`config.mk`:
```
export PLATFORM = sky130hd
export DESIGN_NAME = pc_fetch_ctrl
export DESIGN_NICKNAME = d
export VERILOG_FILES = /design/src/rtl/pc_fetch_ctrl.sv
export SDC_FILE = /design/constraint.sdc
export NUM_CORES = 1
export LEC_CHECK = 0
export CORE_ASPECT_RATIO = 1.5
export CORE_MARGIN = 1.5
export CORE_UTILIZATION = 43
export DETAILED_ROUTE_END_ITERATION = 8
export GPL_ROUTABILITY_DRIVEN = 0
export PLACE_DENSITY = 0.8
export SYNTH_ARGS = -nofsm -noshare
export SYNTH_HDL_FRONTEND = slang
export SYNTH_SLANG_ARGS = --single-unit
```
`constraint.sdc`:
```
create_clock -name clk -period 3.2 [get_ports clk]
set_input_delay 0.64 -clock clk [delete_from_list [all_inputs] [get_ports clk]]
set_output_delay 0.64 -clock clk [all_outputs]
set_load 0.01 [all_outputs]
```
`src/rtl/pc_fetch_ctrl.sv`:
```
// ---------------------------------------------------------------------------
// pc_fetch_ctrl
//
// Instruction-fetch / next-PC stage. It owns the program counter, fetches one
// word at a time from instruction memory over a req/ack handshake and holds
// that word for decode over a valid/ready handshake. When decode retires the
// held instruction, the stage picks the next PC from the redirect inputs
// (jr > jump > taken branch > sequential) and starts the next fetch.
//
// Ports:
//   clk, rst            clock and synchronous active-high reset
//   imem_req/addr       fetch request and word-aligned fetch address
//   imem_ack/rdata      memory response; ack is ignored unless imem_req=1
//   inst_valid/out/pc   instruction currently held for decode, with its PC
//   inst_ready          decode retires the held instruction this cycle
//   br_taken/br_offset  branch decision and signed word offset
//   jump/jump_target    j/jal and its instr_index field
//   jr/jr_addr          jr/jalr and its register target
//   align_err           sticky flag: a misaligned jr target was retired
//   retired             running count of retired instructions
// ---------------------------------------------------------------------------
module pc_fetch_ctrl #(
    parameter logic [31:0] RESET_PC = 32'h0000_3000
) (
    input  logic        clk,
    input  logic        rst,
    output logic        imem_req,
    output logic [31:0] imem_addr,
    input  logic        imem_ack,
    input  logic [31:0] imem_rdata,
    output logic        inst_valid,
    output logic [31:0] inst_out,
    output logic [31:0] inst_pc,
    input  logic        inst_ready,
    input  logic        br_taken,
    input  logic [15:0] br_offset,
    input  logic        jump,
    input  logic [25:0] jump_target,
    input  logic        jr,
    input  logic [31:0] jr_addr,
    output logic        align_err,
    output logic [31:0] retired
);

    localparam logic [1:0] BOOT  = 2'd0;
    localparam logic [1:0] FETCH = 2'd1;
    localparam logic [1:0] HOLD  = 2'd2;

    // The low address bits are forced to zero so a careless parameter
    // override can never produce a misaligned fetch.
    localparam logic [31:0] RESET_PC_ALIGNED = {RESET_PC[31:2], 2'b00};

    logic [1:0]  state_q, state_d;
    logic [31:0] pc_q, pc_d;
    logic [31:0] inst_out_q, inst_out_d;
    logic [31:0] inst_pc_q, inst_pc_d;
    logic        align_err_q, align_err_d;
    logic [31:0] retired_q, retired_d;

    logic [31:0] p4;
    logic [31:0] br_disp;
    logic [31:0] next_pc;

    // Next-PC selection. All candidates are computed from the PC of the held
    // instruction, so the result is only meaningful in the retire cycle.
    always_comb begin
        p4      = inst_pc_q + 32'd4;
        br_disp = {{14{br_offset[15]}}, br_offset, 2'b00};
        if (jr) begin
            next_pc = {jr_addr[31:2], 2'b00};
        end else if (jump) begin
            next_pc = {p4[31:28], jump_target, 2'b00};
        end else if (br_taken) begin
            next_pc = p4 + br_disp;
        end else begin
            next_pc = p4;
        end
    end

    // Stage sequencing. BOOT idles the request line for one cycle so a memory
    // can drop anything left over from before reset; an ack is only honoured
    // in FETCH, which keeps a stray ack from disturbing the held word.
    always_comb begin
        state_d     = state_q;
        pc_d        = pc_q;
        inst_out_d  = inst_out_q;
        inst_pc_d   = inst_pc_q;
        align_err_d = align_err_q;
        retired_d   = retired_q;
        case (state_q)
            BOOT: begin
                state_d = FETCH;
            end
            FETCH: begin
                if (imem_ack) begin
                    inst_out_d = imem_rdata;
                    inst_pc_d  = pc_q;
                    state_d    = HOLD;
                end
            end
            HOLD: begin
                if (inst_ready) begin
                    pc_d      = next_pc;
                    retired_d = retired_q + 32'd1;
                    state_d   = FETCH;
                    if (jr && (jr_addr[1:0] != 2'b00)) begin
                        align_err_d = 1'b1;
                    end
                end
            end
            default: begin
                state_d = BOOT;
            end
        endcase
    end

    // Reset dominates every other event, including a coincident ack or retire.
    always_ff @(posedge clk) begin
        if (rst) begin
            state_q     <= BOOT;
            pc_q        <= RESET_PC_ALIGNED;
            inst_out_q  <= 32'd0;
            inst_pc_q   <= 32'd0;
            align_err_q <= 1'b0;
            retired_q   <= 32'd0;
        end else begin
            state_q     <= state_d;
            pc_q        <= pc_d;
            inst_out_q  <= inst_out_d;
            inst_pc_q   <= inst_pc_d;
            align_err_q <= align_err_d;
            retired_q   <= retired_d;
        end
    end

    assign imem_req   = (state_q == FETCH);
    assign imem_addr  = pc_q;
    assign inst_valid = (state_q == HOLD);
    assign inst_out   = inst_out_q;
    assign inst_pc    = inst_pc_q;
    assign align_err  = align_err_q;
    assign retired    = retired_q;

endmodule

```
==> results.json <==
{
  "status": "finished with violations",
  "violations": "setup timing",
  "ant_nets": 0,
  "leakagePower_nw": 5.30,
  "dieArea_um2": 19100,
  "period_needed_ns": 3.77,
  "min_path_type": "reg2reg",
  "final_max_slew_viol_count": 0,
  "hold_slack_ns": 0.452,
  "peakVddDrop_mv": 0.383,
  "cts_hold_buf": 0,
  "fin_cells": 1672,
  "fin_worst_skew_ns": 0.0150,
  "cpMaxStageDelayCell": "or4_1",
  "p_sw_mw": 1.32,
  "clock_latency_ns": 0.43,
  "netlist_area_um2": 7850,
  "power_frac_seq_pct": 37.7,
  "crit_path_max_fanout": 4,
  "maxCapViolations": 0,
  "yosysUniqueCellTypes": 63,
  "dr.pass1.iters": 5,
  "avgSynthCellArea_um2": 7.49,
  "rsz0062_at_grt": "true",
  "synth_top_area_cell": "dfxtp_1",
  "port_buffers": 243,
  "pwr_density_cell_nw_per_um2": 335,
  "path_clk_slew_ns": 0.07,
  "synth_edf_count": 0,
  "cp.buffers_inverters": 1,
  "r2r_cells": 15,
  "grt_pass1_wl_um": 49700,
  "pwr-share-comb_pct": 17.6,
  "setup_violations": 17,
  "synth-seq-cells": 131,
  "totalWireLength_um": 37200,
  "synthFlopType": "dfxtp_1",
  "dieWidth_um": 113,
  "crit_end": "imem_addr[31]",
  "crit_path_end_kind": "flop",
  "cts_buffer_depth": 2,
  "ys_seq_area_share_pct": 33.4,
  "worstReg2RegStart": "inst_pc[19]",
  "io_pins": 244,
  "pre_cts_ws_ns": -0.334,
  "critPathMaxStageDelay_ns": 0.55,
  "cp_cell_sequence": "nand4_1 -> buf_4 -> nor4_4 -> nand3_2 -> nor2_2 -> xor2_1 -> ha_1 -> nand4_1 -> nor3_1 -> a32oi_2 -> o21ai_4 -> or4_1 -> and3_4 -> xnor2_1 -> o22ai_1",
  "grt_start_max_net_pins": 66,
  "regToRegEndpoint": "imem_addr[31]",
  "async_flop_share_pct": 0,
  "cts_sinks": 131,
  "hold_viol_final": 0,
  "synth.area.top_cells": "dfxtp_1, nand2_1, a21oi_1",
  "layout.nets": 1594,
  "post_drt_wl_per_cell_um": 22.2,
  "synth.top_cells.by_count": "nand2_1, dfxtp_1, a21oi_1, nor2_1, clkbuf_1",
  "synthMostInstantiatedCell": "nand2_1",
  "rows": 60,
  "postSynthCellCount": 1048,
  "antenna_cells": 0,
  "crit_path_start_kind": "flop",
  "drc_errors": 0,
  "max-slew-margin-rel_pct": 37.8,
  "cp_data_required_time_ns": 3.51,
  "core-area_um2": 17900,
  "die_h_um": 168,
  "yosys_warnings": 0,
  "vias_per_cell": 6.18,
  "cts_made_buffers": 17,
  "worstMarginPinSlew_ns": 0.929,
  "drive_gt1_share_pct": 25.0,
  "fin_crit_sh_pct": 118,
  "cp.arrival_ns": 4.08,
  "antenna_found_initial": 0,
  "critPathLaunch": "inst_pc[19]",
  "clkPwrFrac_pct": 44.7,
  "reg2reg_slack_ns": -0.57,
  "start_util_pct": 43.8,
  "cp_num_cells": 15,
  "max_freq_ghz": 0.265,
  "yosys.area.top_type_share_pct": 33.4,
  "overflow": 0,
  "htree_num_levels": 4,
  "area_growth_pct": 70.0,
  "dp.cells": 1604,
  "grt_pass1_vias": 9645,
  "cp_common_cell": "nand4_1",
  "p_sw_share_pct": 29.5,
  "timing.final.ws_setup_ns": -0.570,
  "p_int_mw": 3.15,
  "grt_usage_pct": 33.1,
  "post-dp-hpwl_um": 22700,
  "critPathKind": "reg2reg",
  "vias": 10300,
  "synth_nets": 1200,
  "cts_tree": "done",
  "cts-root-buf": "clkbuf_16",
  "drt_iter0_markers": 1205,
  "critical_path.top_delay_family": "simple AND/OR/NAND/NOR gates"
}
-- repair_timing --
item	CTS	global route
endpoints found under the hold margin	0	0
pin swaps	10	51
endpoints found under the setup margin	16	17
setup buffers	18	22
resized for setup	45	114
-- power groups by stage --
stage          Combinational [mW]  Sequential [mW]  Clock, mW
6_report                    0.785             1.69       2.00
2_1_floorplan               0.271             1.73          0
5_1_grt                     0.819             1.69       2.07
3_5_place_dp                0.668             1.72          0
3_3_place_gp                0.659             1.72          0
4_1_cts                     0.690             1.68       2.00
-- logic make-up (layout without fill, tap and decap cells) --
kind of cell	count (synthesis)	count (layout)	share of synthesized area (%)
mux	9	9	1.16
buf+inv	79	486	3.86
compound gates	273	273	21.5
flops	131	131	33.4
simple gates	441	441	25.3
fa+ha+maj	39	39	6.31
xor+xnor	76	76	8.48
-- routing by layer --
layer | global-route usage [%] | up-vias | wire length [um]
met3 | 8.41 | 298 | 3910
met4 | 20.7 | 0 | 3330
li1 | - | 4475 | -
met2 | 58.1 | 786 | 17400
met5 | 0 | - | 0
met1 | 35.2 | 4782 | 12600
-- layout by cell type, fill, tap and decap left out, types with 6 or more instances in the layout --
cell type,count
nand3_1,33
xor2_1,28
nor2_4,6
o211ai_1,10
nand2b_1,9
nand4_1,19
clkbuf_16,17
o21ai_0,31
nor2_1,82
mux2i_1,8
dfxtp_4,8
dfxtp_2,7
a211oi_1,8
o21bai_1,7
o21ai_1,12
or3_1,6
xnor2_1,30
and3_1,14
a31oi_1,8
dfxtp_1,116
a21o_1,12
nand2_1,203
ha_4,15
xnor2_2,11
nor3_1,14
ha_1,22
clkdlybuf4s50_1,241
nand2_2,6
inv_1,19
buf_4,174
a21oi_2,13
a21oi_1,116
buf_6,15
-- registers in the layout (all words and copies together) (netlist names) --
| signal | count |
|---|---|
| inst_out | 32 |
| retired | 32 |
| align_err | 1 |
| inst_pc | 32 |
| state_q | 2 |
| imem_addr | 32 |
-- how the worst min path moves through the flow --
stage            startpoint      endpoint  slack, ns  cells past startpoint
2_1_floorplan  imem_addr[3]    inst_pc[3]       0.47                      2
3_3_place_gp   inst_out[17]  inst_out[17]       0.44                      2
3_5_place_dp    inst_out[8]   inst_out[8]       0.45                      2
4_1_cts         inst_out[8]   inst_out[8]       0.45                      2
5_1_grt        inst_out[30]  inst_out[30]       0.47                      2
6_report       inst_out[12]  inst_out[12]       0.45                      2
-- stage by stage --
stage	power [mW]	setup TNS [ns]	area (um2)	util, %
after floorplan	2.01	-0.0819	7930	-
final	4.47	-3.83	13300	74.4
after global routing	4.58	-5.29	13300	74.4
after global placement	2.38	-1.23	11600	64.7
after detailed placement	2.39	-2.57	11600	64.7
after CTS	4.38	-0.424	12600	70.0
-- cell type report --
class / count / area [um2]
clock buffer: 17 / 425
clock inverter: 15 / 165
fill: 1140 / 4600
inverter: 19 / 71.3
multi-input combinational: 838 / 5770
sequential: 131 / 2660
tap: 217 / 272
timing repair buffer: 435 / 3970
-- worst register-to-register path, delay by kind of cell, from the launching register on --
kind	cells	cell delay (ns)
compound gates	3	0.51
xor+xnor	2	0.47
fa+ha+maj	1	0.33
buf+inv	1	0.18
flops	1	0.34
simple gates	8	1.84
Note: power is estimated with default switching activity, not from simulation.
